[src/rtl/hazard_stall_unit_pkg.sv]
// Shared widths and controller state encoding for the hazard stall unit.
package hazard_stall_unit_pkg;

    localparam int REG_FILE_ADDR_LEN = 5;
    localparam int HZ_STATE_LEN      = 2;

    typedef enum logic [HZ_STATE_LEN-1:0] {
        HZ_RUN      = 2'd0,
        HZ_MEM_WAIT = 2'd1,
        HZ_FLUSH    = 2'd2
    } hz_state_e;

endpackage

[src/rtl/hazard_stall_unit_raw_cmp.sv]
// Single read-after-write comparator: producer (wb_en, dest) against one ID source.
module hazard_raw_cmp #(
    parameter int REG_ADDR_W = 5
) (
    input  logic                  wb_en_i,
    input  logic [REG_ADDR_W-1:0] dest_i,
    input  logic [REG_ADDR_W-1:0] src_i,
    input  logic                  src_valid_i,
    output logic                  hit_o
);

    // Register 0 is hardwired to zero, so writing it never creates a dependency.
    assign hit_o = src_valid_i && wb_en_i && (dest_i == src_i) && (dest_i != '0);

endmodule

[src/rtl/hazard_stall_unit.sv]
// Stall/flush controller for the 5-stage pipeline: load-use, no-forwarding RAW,
// taken-branch flush and data-memory wait. `HAZARD_PERF_CNT_EN adds stall/flush counters.
module hazard_stall_unit
    import hazard_stall_unit_pkg::*;
#(
    parameter int REG_ADDR_W  = REG_FILE_ADDR_LEN,
    parameter int MEM_TIMEOUT = 64,
    parameter int TO_CNT_W    = 7
) (
    input  logic                  clk,
    input  logic                  rst,
    input  logic                  forward_EN,
    input  logic [REG_ADDR_W-1:0] src1_ID,
    input  logic [REG_ADDR_W-1:0] src2_ID,
    input  logic                  two_src_ID,
    input  logic [REG_ADDR_W-1:0] dest_EXE,
    input  logic                  WB_EN_EXE,
    input  logic                  MEM_R_EN_EXE,
    input  logic [REG_ADDR_W-1:0] dest_MEM,
    input  logic                  WB_EN_MEM,
    input  logic                  branch_taken_EXE,
    input  logic                  mem_req,
    input  logic                  mem_ready,
    output logic                  pc_stall,
    output logic                  IF_ID_stall,
    output logic                  IF_ID_flush,
    output logic                  ID_EXE_stall,
    output logic                  ID_EXE_bubble,
    output logic                  EXE_MEM_stall,
    output logic                  MEM_WB_bubble,
    output logic                  mem_timeout_err
`ifdef HAZARD_PERF_CNT_EN
    ,
    output logic [31:0]           stall_cycles,
    output logic [31:0]           flush_count
`endif
);

    hz_state_e           state_q, state_d;
    logic [TO_CNT_W-1:0] to_cnt_q, to_cnt_d;
    logic                err_q, err_d;
    logic                hit_exe_s1, hit_exe_s2, hit_mem_s1, hit_mem_s2;
    logic                hit_exe, hit_mem, data_hz, freeze, flush_go;

    hazard_raw_cmp #(.REG_ADDR_W(REG_ADDR_W)) u_cmp_exe_s1 (
        .wb_en_i(WB_EN_EXE), .dest_i(dest_EXE), .src_i(src1_ID), .src_valid_i(1'b1), .hit_o(hit_exe_s1)
    );
    hazard_raw_cmp #(.REG_ADDR_W(REG_ADDR_W)) u_cmp_exe_s2 (
        .wb_en_i(WB_EN_EXE), .dest_i(dest_EXE), .src_i(src2_ID), .src_valid_i(two_src_ID), .hit_o(hit_exe_s2)
    );
    hazard_raw_cmp #(.REG_ADDR_W(REG_ADDR_W)) u_cmp_mem_s1 (
        .wb_en_i(WB_EN_MEM), .dest_i(dest_MEM), .src_i(src1_ID), .src_valid_i(1'b1), .hit_o(hit_mem_s1)
    );
    hazard_raw_cmp #(.REG_ADDR_W(REG_ADDR_W)) u_cmp_mem_s2 (
        .wb_en_i(WB_EN_MEM), .dest_i(dest_MEM), .src_i(src2_ID), .src_valid_i(two_src_ID), .hit_o(hit_mem_s2)
    );

    assign hit_exe  = hit_exe_s1 || hit_exe_s2;
    assign hit_mem  = hit_mem_s1 || hit_mem_s2;
    // With bypassing only a load in EXE is too late to forward; without it every RAW stalls.
    assign data_hz  = forward_EN ? (MEM_R_EN_EXE && hit_exe) : (hit_exe || hit_mem);
    assign freeze   = mem_req && !mem_ready;
    assign flush_go = branch_taken_EXE && !freeze;

    always_comb begin
        state_d  = HZ_RUN;
        to_cnt_d = to_cnt_q;
        err_d    = err_q;
        if (freeze) begin
            state_d = HZ_MEM_WAIT;
            if (state_q != HZ_MEM_WAIT) begin
                to_cnt_d = '0;
            end else if (to_cnt_q != '1) begin
                to_cnt_d = to_cnt_q + TO_CNT_W'(1);
            end
            // The entry cycle is the first wait cycle, so hitting MEM_TIMEOUT-1 means MEM_TIMEOUT cycles waited.
            if ((state_q == HZ_MEM_WAIT) && (to_cnt_d == TO_CNT_W'(MEM_TIMEOUT - 1))) begin
                err_d = 1'b1;
            end
        end else if (flush_go) begin
            state_d = HZ_FLUSH;
        end
    end

    always_comb begin
        pc_stall      = 1'b0;
        IF_ID_stall   = 1'b0;
        IF_ID_flush   = 1'b0;
        ID_EXE_stall  = 1'b0;
        ID_EXE_bubble = 1'b0;
        EXE_MEM_stall = 1'b0;
        MEM_WB_bubble = 1'b0;
        if (rst) begin
            if (freeze) begin
                pc_stall      = 1'b1;
                IF_ID_stall   = 1'b1;
                ID_EXE_stall  = 1'b1;
                EXE_MEM_stall = 1'b1;
                MEM_WB_bubble = 1'b1;
            end else if (branch_taken_EXE) begin
                IF_ID_flush   = 1'b1;
                ID_EXE_bubble = 1'b1;
            end else if (data_hz && (state_q != HZ_FLUSH)) begin
                // ID holds a flushed NOP in FLUSH, so any apparent hazard there is stale.
                pc_stall      = 1'b1;
                IF_ID_stall   = 1'b1;
                ID_EXE_bubble = 1'b1;
            end
        end
    end

    always_ff @(posedge clk or negedge rst) begin
        if (!rst) begin
            state_q  <= HZ_RUN;
            to_cnt_q <= '0;
            err_q    <= 1'b0;
        end else begin
            state_q  <= state_d;
            to_cnt_q <= to_cnt_d;
            err_q    <= err_d;
        end
    end

    assign mem_timeout_err = err_q;

`ifdef HAZARD_PERF_CNT_EN
    logic [31:0] stall_cycles_q, flush_count_q;

    always_ff @(posedge clk or negedge rst) begin
        if (!rst) begin
            stall_cycles_q <= '0;
            flush_count_q  <= '0;
        end else begin
            if (pc_stall) stall_cycles_q <= stall_cycles_q + 32'd1;
            if (flush_go) flush_count_q  <= flush_count_q + 32'd1;
        end
    end

    assign stall_cycles = stall_cycles_q;
    assign flush_count  = flush_count_q;
`endif

endmodule

[config.mk]
export PLATFORM = sky130hd
export DESIGN_NAME = hazard_stall_unit
export DESIGN_NICKNAME = d
export VERILOG_FILES = /design/src/rtl/hazard_stall_unit_pkg.sv /design/src/rtl/hazard_stall_unit_raw_cmp.sv /design/src/rtl/hazard_stall_unit.sv
export SDC_FILE = /design/constraint.sdc
export NUM_CORES = 1
export LEC_CHECK = 0
export CAP_MARGIN = 40
export CORE_MARGIN = 4
export CORE_UTILIZATION = 35
export CTS_BUF_LIST = sky130_fd_sc_hd__clkbuf_2
export DETAILED_ROUTE_END_ITERATION = 6
export PLACE_DENSITY = 0.73
export SLEW_MARGIN = 20
export SYNTH_ARGS = -nofsm -noshare
export SYNTH_HDL_FRONTEND = slang
export SYNTH_SLANG_ARGS = --single-unit
export TNS_END_PERCENT = 20
[constraint.sdc]
create_clock -name clk -period 2.06 [get_ports clk]
set_clock_uncertainty 0.2 [all_clocks]
set_input_delay 0.515 -clock clk [delete_from_list [all_inputs] [get_ports clk]]
set_output_delay 0.515 -clock clk [all_outputs]
set_load 0.02 [all_outputs]
# ---- After elaboration in Yosys (flattened, before gate mapping)
# Index checks and enable logic that the tools add are counted.
dict set report classes {
  eq_ne 9
  reduce_logical 23
  n_mux 18
  addsub 1
}
# operator n
set op_table {}
lappend op_table {{two-way mux 7 bit} 3}
lappend op_table {{equality test 5 bit} 4}
lappend op_table {{logical AND 1 bit} 15}
lappend op_table {{two-way mux 1 bit} 13}
lappend op_table {{nonzero test 5 bit} 2}
lappend op_table {{adder 7 x 1 -> 7 bit (second input constant)} 1}
lappend op_table {{equality test 7 x 6 -> 1 bit (second input constant)} 1}
lappend op_table {{inequality test 7 bit (second input constant)} 1}
lappend op_table {{two-way mux 2 bit} 2}
lappend op_table {{logical OR 1 bit} 3}
lappend op_table {{equality test 2 x 1 -> 1 bit (second input constant)} 1}
lappend op_table {{zero test 1 bit} 2}
lappend op_table {{inequality test 2 x 1 -> 1 bit (second input constant)} 1}
lappend op_table {{inequality test 2 bit (second input constant)} 1}
lappend op_table {{AND reduction 2 bit} 1}
dict set report totals {
  word_cells 54
  reg_bits 10
}

# ---- Longest topological paths before layout
# Gate-level depths: netlist (run 1).
dict set report logic_depth {
  word_depth 11
  mapped_depth 6
  depth_no_buf 6
}

# ---- Cells and area by module
# Synthesis (run 1) repeated with hierarchy kept, for this count alone.
dict set report hier_totals {
  hier_cells 106
  area_unflattened_um2 904.6
}
# mod cells_each n_inst area_per_inst_um2
set by_module_without_submodules {}
lappend by_module_without_submodules {hazard_stall_unit 66 1 599.3}
lappend by_module_without_submodules {hazard_raw_cmp 10 4 76.3}

# ---- Worst setup path before layout (run 1)
# OpenSTA, ideal clock, no wires.
dict set report synth_timing {
  path_kind {input to output}
  from {input dest_EXE[3]}
  to {output pc_stall}
  path_slack_ns -0.714
  n_path_buf 1
  cell_stages 6
  t_arrival_ns 2.059
  path_cell_list {xor2_1 > nor4_1 > a32oi_1 > a2bb2oi_2 > o31ai_1 > buf_4}
}
dict set report synth_via {
  elab_chain_len 11
  elab_cells_between_ends 16
  classes_between {eq/ne (2); mux (5); reduce/logical (9)}
}
# item line
set synth_rtl {}
lappend synth_rtl {{start: declaration} hazard_stall_unit.sv:16} ;# input logic [REG_ADDR_W-1:0] dest_EXE,
lappend synth_rtl {{equality test 5 bit} hazard_stall_unit_raw_cmp.sv:13} ;# assign hit_o = src_valid_i && wb_en_i && (dest_i == src_i) && (dest_i != '0);
lappend synth_rtl {{logical AND 1 bit (2 in a row)} hazard_stall_unit_raw_cmp.sv:13}
lappend synth_rtl {{logical OR 1 bit (*)} hazard_stall_unit.sv:58} ;# assign hit_exe = hit_exe_s1 || hit_exe_s2;
lappend synth_rtl {{logical OR 1 bit or logical AND 1 bit (tied branches)} hazard_stall_unit.sv:61} ;# assign data_hz = forward_EN ? (MEM_R_EN_EXE && hit_exe) : (hit_exe || hit_mem);
lappend synth_rtl {{two-way mux 1 bit (*)} hazard_stall_unit.sv:61}
lappend synth_rtl {{logical AND 1 bit (*)} hazard_stall_unit.sv:103} ;# end else if (data_hz && (state_q != HZ_FLUSH)) begin
lappend synth_rtl {{two-way mux 1 bit (*) (4 in a row)} --}
lappend synth_rtl {{end: declaration} hazard_stall_unit.sv:24} ;# output logic pc_stall,
# Mark *: on every way between the ends. The rest lies on a longest branch, timed or not.

# ---- Worst setup path in the final report (run 1)
dict set report layout_timing {
  from {input dest_EXE[1]}
  to {output pc_stall}
}
dict set report layout_via {
  elab_chain_len 11
  elab_cells_between_ends 16
  classes_between {eq/ne (2); mux (5); reduce/logical (9)}
}
# item line
set layout_rtl {}
lappend layout_rtl {{equality test 5 bit} hazard_stall_unit_raw_cmp.sv:13}
lappend layout_rtl {{logical AND 1 bit (2 in a row)} hazard_stall_unit_raw_cmp.sv:13}
lappend layout_rtl {{logical OR 1 bit (*)} hazard_stall_unit.sv:58}
lappend layout_rtl {{logical OR 1 bit or logical AND 1 bit (tied branches)} hazard_stall_unit.sv:61}
lappend layout_rtl {{two-way mux 1 bit (*)} hazard_stall_unit.sv:61}
lappend layout_rtl {{logical AND 1 bit (*)} hazard_stall_unit.sv:103}
lappend layout_rtl {{two-way mux 1 bit (*)} hazard_stall_unit.sv:103}
lappend layout_rtl {{two-way mux 1 bit (*)} hazard_stall_unit.sv:100} ;# end else if (branch_taken_EXE) begin
lappend layout_rtl {{two-way mux 1 bit (*)} hazard_stall_unit.sv:94} ;# if (freeze) begin
lappend layout_rtl {{two-way mux 1 bit (*)} hazard_stall_unit.sv:93} ;# if (rst) begin
# Marked as above.

==> results list, run 1 <==
- Run status: finished, violations left
- Failing checks: negative setup slack
- I/O pin cnt: 38
* Area growth from synthesis to final layout: 65.3%
- Yosys warnings: 0
* H-tree level count: 1
* Total leakage power: 0.671 nW
* Cell type contributing the most total cell area after synthesis: dfrtp_1
* Post-layout utilization of the core: 61.7%
- Critical path fanouts, max: 3
- Entering global routing, the biggest net connects 11 pins.
* Library cell contributing the largest single delay on the critical path: nor4_2
* Layout Cells excl Fill: 174
- Pre-CTS WS: -1.33 ns
* CTS sink cnt: 10
- Data required time at the worst endpoint: 1.34 ns
- Measured against its own limit, the worst slew margin works out to 79.2%.
* Tightest Pin Transition: 0.311 ns
- For the finished layout, the period the worst path requires is 2.55 ns.
- Counting tap cells, the placed design contains a total of 168 instances.
* Classification of the worst-slack hold path: input pin to asynchronous set/reset pin
- The critical path in this run is classified as input pin to primary output.
- Detailed routing inserted a total of 914 vias.
- Clock-pin slew was measured on the worst setup and hold paths at 0.10 ns.
- Counting every net in the synthesized netlist gives 124.
* Maximum capacitance violations: 0
* Part of the Yosys area used for sequential elements: 29.8%
- Once detailed placement completed, the half-perimeter wirelength came to 2.09 mm.
- For this configuration, the core starts out at a cell density of 37.3%.
- Minimum setup slack among reg-to-reg paths: 0.21 ns
- The worst setup path is launched from an input pin.
* Reg-to-reg critical path endpoint: to_cnt_q[0]$_DFFE_PN0P_
* Share of Yosys cell area claimed by the top area cell type: 29.8%
- Total power: 0.515 mW
- The initial antenna violation count is 0.
- Overall routing resource usage: 16.3%
- Distinct cell type count of the synthesized netlist: 38
- At the end of routability-driven placement, the weighted congestion stood at 0.960.
* R2r worst-path depth: 5
- Port Buffer Count: 37
* Total congestion overflow after global routing: 0
- Final count of negative-setup-slack endpoints: 3
- Num CTS Buffers: 3
* RSZ-0062 raised after global routing: yes
- Based on the critical path, the design can be clocked at up to 392 MHz.
- The via count of the first global-routing pass was 926.
- In this run the power density over the cells is 370 mW/mm^2.
- Measured along the x axis, the die boundary spans 57.0 um.
* DRC marker count from the first detailed-route iteration: 42
- Placeable core region: 0.00225 sq mm
- After detailed routing, the average wire length per cell comes to 15.2 um.
* Antenna-violating nets left: 0
* Netlist area before placement: 841 sq um
- Root cell of the clock tree: clkbuf_2
* Setup tns final: -1.43 ns
* Number of flip-flops and latches in the synthesized netlist: 10
- Insertion delay to the later sink of the worst-skew pair: 0.26 ns
- The final layout contains routed wiring with a total length of 2.65 mm.
- Leading cell types by total area after synthesis: dfrtp_1, xnor2_1, xor2_1, buf_4, nand2_1
- For this run, design rule violations remaining after detail routing come to 0.
- The worst setup path is captured at a primary output.
* Number of instances in the synthesized netlist: 93
- The first global-routing pass estimated 4.18 mm of wire.
* Average vias per placed instance: 5.25
- Highest cell delay on the worst timing path: 0.33 ns
- The floorplan step defined a die boundary enclosing 0.00325 sq mm.
- The worst-case IR drop observed on VDD is 0.332 mV.
- Dividing the synthesized area by the synthesized cell count gives 9.04 sq um.
- In this run the deepest clock path goes through 2 buffers.
* Worst reg2reg startpoint: to_cnt_q[0]$_DFFE_PN0P_
* Total iterations of the first detailed-routing run: 4
- Measured along the y axis, the die boundary spans 57.0 um.
* Fin. Hold Viols: 0
- Ordered cell list for the critical path: buf_8 > xor2_2 > nor4_2 > a32oi_1 > a2bb2oi_2 > o31ai_4 > buf_6
- Final Net Count: 178
* Rows: 17
- Data on the critical path arrives at its endpoint at 1.83 ns.
- The repair_antennas step left the layout with diodes totalling 0.
- In the post-route analysis, the smallest setup slack over all paths is -0.489 ns.
- Final max-slew violation count: 0
- Post-route clock period utilization: 124%
- Fraction of layout instances using a drive strength above 1: 34.9%
- TritonCTS built the clock tree.
==> cell usage after synthesis <==
| cell | number |
|---|---|
| a21oi_1 | 4 |
| a22o_1 | 1 |
| a2bb2oi_2 | 1 |
| a31o_2 | 1 |
| a31oi_1 | 2 |
| a32o_1 | 1 |
| a32oi_1 | 1 |
| a41o_1 | 1 |
| a41oi_1 | 1 |
| and2_1 | 2 |
| and3_1 | 3 |
| buf_4 | 3 |
| clkbuf_1 | 2 |
| dfrtp_1 | 10 |
| ha_1 | 1 |
| inv_1 | 4 |
| nand2_1 | 6 |
| nand2b_1 | 3 |
| nand3_1 | 2 |
| nand4_1 | 1 |
| nand4_2 | 1 |
| nand4b_1 | 1 |
| nor2_1 | 4 |
| nor3_1 | 1 |
| nor4_1 | 1 |
| o21ai_0 | 3 |
| o21bai_1 | 1 |
| o221ai_2 | 1 |
| o22a_1 | 1 |
| o22ai_1 | 1 |
| o311a_1 | 1 |
| o31ai_1 | 2 |
| o41ai_1 | 1 |
| or2_1 | 1 |
| or3_1 | 1 |
| or4_4 | 1 |
| xnor2_1 | 12 |
| xor2_1 | 9 |
==> logic make-up (layout without fill, tap and decap cells) <==
family	Yosys count	after routing	synth area share, %
flops	10	10	29.8
simple gates	28	28	19.0
fa+ha+maj	1	1	1.49
compound gates	24	24	22.5
xor+xnor	21	21	21.9
buf+inv	9	62	5.36
==> worst max path at each step <==
stage	slack, ns	endpoint	cells past startpoint	from
after floorplan	-0.36	pc_stall	6	dest_EXE[3]
after global placement	-1.30	IF_ID_stall	7	dest_EXE[3]
after detailed placement	-1.33	pc_stall	7	dest_EXE[1]
after CTS	-0.53	pc_stall	7	src2_ID[3]
after global routing	-0.55	pc_stall	7	dest_EXE[1]
final	-0.49	pc_stall	7	dest_EXE[1]
==> power breakdown <==
group	leakage, nW	total, mW	internal [mW]	switching [mW]
clock network	0.0140	0.110	0.0422	0.0674
logic	0.520	0.201	0.112	0.0890
registers	0.136	0.204	0.201	0.00353
total	0.671	0.515	0.355	0.160
==> cell usage in the layout, fill, tap and decap left out, types with 3 or more instances in the layout <==
cell	Yosys	layout
xor2_1	9	8
inv_1	4	4
buf_4	3	16
xnor2_1	12	11
nor2_1	4	4
clkdlybuf4s50_1	0	6
o21ai_0	3	3
buf_6	0	9
dfrtp_1	10	10
clkbuf_2	0	3
nand2_1	6	5
dlygate4sd2_1	0	11
buf_2	0	8
a21oi_1	4	4
==> flip-flops by register name (all words and copies together), names as in the netlist <==
register / count
state_q: 2
mem_timeout_err: 1
to_cnt_q: 7
==> through the flow <==
stage                     instance area, sq um  hold WS [ns]
after floorplan                            855        0.0194
after global placement                    1340         0.255
after detailed placement                  1340         0.267
after CTS                                 1340         0.178
after global routing                      1390         0.200
final                                     1390         0.189
==> cell type report <==
type / count / area, sq um
Clock inverter: 1 / 3.75
Multi-Input combinational cell: 74 / 602
Clock buffer: 3 / 15.0
Sequential cell: 10 / 250
Fill cell: 207 / 865
Inverter: 4 / 15.0
Timing Repair Buffer: 54 / 469
Tap cell: 28 / 35.0
==> metal layers <==
metal  wire length, um  global-route usage [%]  vias up  part of all wire, %
li1                  -                       -      446                    -
met1              1130                    20.1      421                   43
met3               138                    2.71        5                  5.2
met5                 0                       0        -                    0
met4                43                    6.95        0                  1.6
met2              1330                    28.1       42                   50
==> worst max-delay path, delay by kind of cell <==
| kind | cells | cell delay [ns] |
|---|---|---|
| buffers and inverters | 2 | 0.26 |
| XOR/XNOR | 1 | 0.17 |
| AO/OA/AOI/OAI | 3 | 0.55 |
| AND/OR/NAND/NOR | 1 | 0.33 |
==> repair_timing <==
| item | 4_1_cts | 5_1_grt |
|---|---|---|
| gates resized for setup | 93 | 12 |
| setup buffers | 1 | 1 |
| pin swaps | 11 | 6 |
| endpoints found under the setup margin | 7 | 7 |
| hold buffers | 0 | 0 |
Note: power is estimated with default switching activity, not from simulation.
==> inputs of run 2 (changes only) <==
CORE_ASPECT_RATIO = 0.8   (was unset)
==> results list, run 2 (synthesis gave the netlist of run 1 again) <==
- Rows: 15 (-2)
- The I/O pin total is 38 (unchanged).
- Pre-CTS WS: -1.36 ns (-0.0360 ns)
- Tightest Pin Transition: 0.278 ns (-0.0334 ns)
* Commonest non-fill, non-tap cells in the layout: buf_4, xnor2_1, dlygate4sd2_1, dfrtp_1
* Worst reg2reg startpoint: to_cnt_q[0]$_DFFE_PN0P_
- Antenna-violating nets left: 0 (unchanged)
- Placeable core region: 0.00221 sq mm (-1.8%)
* Placed wire-length estimate: 2.15 mm (+3.1%)
- Total congestion overflow after global routing: 0 (unchanged)
- Launching element of the worst setup path: dest_EXE[3]
* Post-route clock period utilization: 126% (+2.0 points)
* Horizontal extent of the die: 62.8 um (+10%)
- Data required time at the worst endpoint: 1.34 ns (about the same)
* Register with the highest flop count: to_cnt_q
- Root cell of the clock tree: clkbuf_2
- Hold_ws: 0.119 ns (-0.0700 ns)
- The worst setup path is captured at a primary output.
* Library cell contributing the largest single delay on the critical path: nor4_2
- Sw Ratio: 30.9% (-0.14 points)
- Area growth from synthesis to final layout: 68.7%
- Headroom to the max-slew limit: 81.3% (+2.1 points)
- Failing checks: negative setup slack
* Vias in the first global route: 862 (-6.9%)
* Layout Cells excl Fill: 171 (-1.7%)
- The leakage component of the power came to 0.687 nW (+2.4%).
- CTS sink cnt: 10 (unchanged)
* Part of the total power dissipated in combinational logic: 40.3% (+1.3 points)
- Fin. Hold Viols: 0 (unchanged)
- The routability congestion estimate came to 0.907 (-5.6%).
- Setup repair after global routing could not meet its margin everywhere.
- Finished Cell Area: 0.00142 sq mm (+2.1%)
- Final max-slew violation count: 0 (unchanged)
* Run status: finished, violations left
* Minimum period implied by the final worst setup slack: 2.59 ns (+0.0422 ns)
* Clock network fraction of design power: 20.0% (-1.3 points)
- Number of placed instances with taps included: 167 (-0.60%)
- Sequential cell fraction of total power: 39.7% (about the same)
- Insertion delay to the later sink of the worst-skew pair: 0.25 ns (about the same)
- The die area came to 0.00326 sq mm (+0.15%).
- The routed length per instance is 14.7 um (-3.3%).
* Total cell area at the placement stage: 0.00135 sq mm (+0.84%)
- TritonCTS built the clock tree.
- Via count: 907 (-0.77%)
- Clock input transition at the sequential cells of the worst setup and hold paths: 0.09 ns (about the same)
- Critical path startpoint category: input pin
- Cell-internal power: 0.356 mW (+0.51%)
- The endpoint arrival time on the critical path was 1.88 ns (+0.05 ns).
- The global-route wire length before repair is 4.17 mm (-0.33%).
- Average vias per placed instance: 5.30 (+0.98%)
- Maximum capacitance violations: 0 (unchanged)
* Port Buffer Count: 37 (unchanged)
- The fraction of final layout cells sized beyond drive strength 1 is 37.7% (+2.7 points).
* Overall routing resource usage: 16.3% (about the same)
- The highest fanout seen on the critical path came to 3 (unchanged).
- The diode insertion count for antenna repair was 0 (unchanged).
- Classification of the worst-slack hold path: input pin to asynchronous set/reset pin
* Post-detailed-route DRC marker count: 0 (unchanged)
- Vertical die dimension: 51.8 um (-9.1%)
- Setup tns final: -1.59 ns (-0.154 ns)
- The flip-flop count of the largest register, all copies and words added is 7 (unchanged).
- Power density of the placed cells: 364 mW/mm^2 (-1.7%)
- The total number of nets in the final design was 179 (+0.56%).
- Number of fill cells: 192 (-7.2%)
- Antenna violations before repair: 0 (unchanged)
- The setup violation total in the final timing report came to 3 (unchanged).
* Number of buffers inserted for hold repair after clock tree synthesis: 0 (unchanged)
* DRC marker count from the first detailed-route iteration: 55 (+31%)
- The maximum clock insertion buffer count is 2 (unchanged).
- The final standard cell utilization of the core is 64.1% (+2.4 points).
- Total power: 0.516 mW (+0.31%)
- Type of the worst setup path: input pin to primary output
- Total iterations of the first detailed-routing run: 4 (unchanged)
- Most frequent standard cell in the layout excluding fill and tap cells: buf_4
- The highest ir drop seen on vdd was 0.259 mV (-22%).
* Minimum setup slack among reg-to-reg paths: 0.22 ns (about the same)
- The effective utilization at floorplan is 38.0% (+0.67 points).
* Switch Pwr: 0.160 mW (-0.13%)
* Achievable frequency: 386 MHz (-1.6%)
- H-tree level count: 1 (unchanged)
- The final setup slack of the worst path came to -0.531 ns (-0.0422 ns).
- The number of buffers added by the clock tree synthesis step is 3 (unchanged).
- Ordered cell list for the critical path: buf_8 > xor2_2 > nor4_2 > a32oi_2 > a2bb2oi_4 > o31ai_4 > buf_6
* Sequential Area: 250 sq um (unchanged)
* Highest cell delay on the worst timing path: 0.33 ns (about the same)
* Total wire length after detailed routing: 2.52 mm (-5.0%)
* Total area of multi-input combinational cells: 632 sq um (+5.0%)
- Maximum number of pins on one net before global-route repair: 11 (unchanged)
-- run 2: final timing paths --
check / end / cells after the start
setup / recovery: pc_stall / 7
hold / removal: to_cnt_q[4]$_DFFE_PN0P_ / 2
setup reg to reg: to_cnt_q[5]$_DFFE_PN0P_ / 5
hold reg to reg: mem_timeout_err$_DFFE_PN0P_ / 1
max in group asynchronous: to_cnt_q[1]$_DFFE_PN0P_ / 2
min in group clk: mem_timeout_err$_DFFE_PN0P_ / 1
-- run 2: final cells by class --
class	count	share of cell area, %
clock buffers	3	1.06
inverters	4	1.06
multi-input cells	74	44.5
flip-flops and latches	10	17.6
well taps	25	2.20
repair buffers	55	33.5
-- run 2: routing by layer --
metal | GRT usage [%] | vias to the layer above | part of all wire (%)
met3 | 4.32 | 0 | 7.6
met2 | 26.7 | 28 | 49
li1 | - | 448 | -
met1 | 22.2 | 431 | 43
met4 | 2.20 | 0 | 0
met5 | 0 | - | 0
-- run 2: what timing repair did --
item	in CTS	in global routing
gates resized for setup	98	15
setup buffers	1	0
pin swaps	13	6
setup endpoints to repair	7	7
-- run 2: power groups by stage --
stage	clock network [mW]	logic, mW	registers [mW]
2_1_floorplan	0	0.0789	0.208
3_3_place_gp	0	0.197	0.208
3_5_place_dp	0	0.200	0.208
4_1_cts	0.110	0.193	0.205
5_1_grt	0.121	0.224	0.205
6_report	0.103	0.208	0.205
-- run 2: worst max-delay path, delay by kind of cell --
family,cells,cell delay (ns)
compound gates,3,0.60
simple gates,1,0.33
buf+inv,2,0.26
xor+xnor,1,0.17
==> inputs of run 3 (changes only) <==
CTS_CLUSTER_SIZE = 8   (was unset)
SETUP_SLACK_MARGIN = 0.2   (was unset)
==> results list, run 3 (synthesis gave the netlist of run 1 again) <==
* Highest cell delay on the worst timing path: 0.32 ns (about the same)
- The horizontal die dimension was 62.8 um (unchanged).
- Crit path capture type: primary output
* DRC marker count from the first detailed-route iteration: 56 (+1.8%)
* CTS sink cnt: 10 (unchanged)
- Minimum setup slack among reg-to-reg paths: 0.30 ns (+0.08 ns)
- The via count of the first global-routing pass was 862 (unchanged).
- The total via count in the routed design is 917 (+1.1%).
* Insertion delay to the later sink of the worst-skew pair: 0.25 ns (about the same)
- Most frequent standard cell in the layout excluding fill and tap cells: buf_4
- The total number of nets in the final design is 179 (unchanged).
- The global-route wire length before repair came to 4.17 mm (unchanged).
- The maximum clock insertion buffer count is 2 (unchanged).
- The critical path in this run is classified as input pin to primary output.
- Final count of negative-setup-slack endpoints: 3 (unchanged)
- Classification of the worst-slack hold path: input pin to asynchronous set/reset pin
* Arrival time of the worst setup path: 1.87 ns (about the same)
* Num CTS Buffers: 3 (unchanged)
- Antenna diode count: 0 (unchanged)
- Tightest Pin Transition: 0.288 ns (+0.0100 ns)
* Maximum number of pins on one net before global-route repair: 11 (unchanged)
* Antenna-violating nets left: 0 (unchanged)
- The row count was 15 (unchanged).
- Critical path startpoint category: input pin
- The data required time of the critical path is 1.34 ns (about the same).
* Layout Cells excl Fill: 171 (unchanged)
- Die Outline Area: 0.00326 sq mm (unchanged)
* Register with the highest flop count: to_cnt_q
- Post-route clock period utilization: 125% (-0.35 points)
- Total iterations of the first detailed-routing run: 4 (unchanged)
* Peak VDD IR: 0.261 mV (+0.46%)
* I/O pin cnt: 38 (unchanged)
- Final max-slew violation count: 0 (unchanged)
- Number of placed instances with taps included: 167 (unchanged)
- Total wire length after detailed routing: 2.56 mm (+1.6%)
* Antenna violations before repair: 0 (unchanged)
* Total congestion overflow after global routing: 0 (unchanged)
- The leakage component of the power was 0.696 nW (+1.4%).
- Number of fill cells: 188 (-2.1%)
- The number of design rule violations left after detail routing is 0 (unchanged).
* Critical path fanouts, max: 3 (unchanged)
- Placer Congestion: 0.907 (unchanged)
- The register clock-pin slew on the reported worst setup and hold paths is 0.09 ns (about the same).
- The pre-CTS setup slack is -1.36 ns (unchanged).
- The final standard cell utilization of the core came to 66.0% (+1.9 points).
- The global routing usage summed across all routing layers came to 16.3% (unchanged).
- Hold_ws: 0.162 ns (+0.0437 ns)
* Headroom to the max-slew limit: 80.8% (-0.51 points)
- The post-route setup TNS was -1.57 ns (+0.0197 ns).
- The max-cap violation count is 0 (unchanged).
- Placeable core region: 0.00221 sq mm (unchanged)
* Fraction of layout instances using a drive strength above 1: 40.4% (+2.7 points)
- Run status: finished, violations left
* Vertical die dimension: 51.8 um (unchanged)
* Failing checks: negative setup slack
* Number of flip-flops under the largest register name: 7 (unchanged)
- In this run the clock root is driven by a clkbuf_2.
- H-tree level count: 1 (unchanged)
- Library cell contributing the largest single delay on the critical path: nor4_2
- Average vias per placed instance: 5.36 (+1.1%)
- Port Buffer Count: 37 (unchanged)
* Fin. Hold Viols: 0 (unchanged)
- The final critical path time including I/O delays and setup was 2.58 ns (-0.00718 ns).
* Ordered cell list for the critical path: buf_8 > xor2_2 > nor4_2 > a32oi_2 > a2bb2oi_4 > o31ai_4 > buf_6
- In the layout the commonest cells are buf_4, buf_6, xnor2_1.
- Relative to the synthesized area, the layout overhead comes to 73.8%.
- Starting density of the core: 38.0% (unchanged)
* TritonCTS clock tree: built
- The routed length per instance was 14.9 um (+1.6%).
- The HPWL after detailed placement came to 2.15 mm (unchanged).
- Setup repair after global routing could not meet its margin everywhere.
* Power density of the placed cells: 359 mW/mm^2 (-1.2%)
* Worst Slack Setup Final: -0.524 ns (+0.00718 ns)
- Achievable frequency: 387 MHz (+0.28%)
-- run 3: cell count changes in the layout (fill, tap and decap cells not counted), moves of 2 or more --
cell   delta
buf_2     -2
buf_6     +4
inv_2     -2
inv_4     +2
-- run 3: path summary, 6_finish.rpt --
| path | end | depth (start not counted) | start |
|---|---|---|---|
| hold / removal | to_cnt_q[4]$_DFFE_PN0P_ | 2 | rst |
| setup / recovery | pc_stall | 7 | dest_EXE[3] |
| hold reg to reg | mem_timeout_err$_DFFE_PN0P_ | 1 | mem_timeout_err$_DFFE_PN0P_ |
| setup reg to reg | to_cnt_q[5]$_DFFE_PN0P_ | 5 | to_cnt_q[0]$_DFFE_PN0P_ |
| max in group asynchronous | to_cnt_q[1]$_DFFE_PN0P_ | 2 | rst |
| min in group clk | mem_timeout_err$_DFFE_PN0P_ | 1 | mem_timeout_err$_DFFE_PN0P_ |
-- run 3: repair_timing --
item	CTS	global route
resized for setup	99	31
pin swaps	13	7
buffers inserted	1	0
setup endpoints to repair	10	13
hold endpoints to repair	0	0
hold buffers	0	0
-- run 3: per-stage QoR --
step	total power, mW	instance area [sq um]
floorplan	0.286	855
global placement	0.405	1350
detailed placement	0.409	1350
CTS	0.508	1340
global route	0.560	1460
finish	0.525	1460
-- run 3: layer usage --
layer / part of all wire, % / wire length (um) / vias to the layer above / track usage [%]
met4: 0 / 0 / 0 / 2.20
met3: 7.6 / 194 / 0 / 4.32
met5: 0 / 0 / - / 0
li1: - / - / 450 / -
met2: 49 / 1250 / 39 / 26.7
met1: 44 / 1110 / 428 / 22.2
-- run 3: area by class of cell --
| type | count | area (sq um) | share of cell area (%) |
|---|---|---|---|
| Multi-Input combinational cell | 74 | 659 | 45.1 |
| Timing Repair Buffer | 55 | 485 | 33.2 |
| Sequential cell | 10 | 250 | 17.1 |
| Tap cell | 25 | 31.3 | 2.14 |
| Inverter | 4 | 20.0 | 1.37 |
| Clock buffer | 3 | 15.0 | 1.03 |
-- run 3: critical path: cells and delay by family --
family          cells  cell delay, ns
compound gates      3            0.60
xor+xnor            1            0.17
buf+inv             2            0.26
simple gates        1            0.32
-- run 3: power breakdown --
group          internal (mW)  switching (mW)  leakage [nW]
clock network         0.0397          0.0644        0.0125
logic                  0.121          0.0950         0.547
registers              0.201         0.00499         0.136
total                  0.361           0.164         0.696
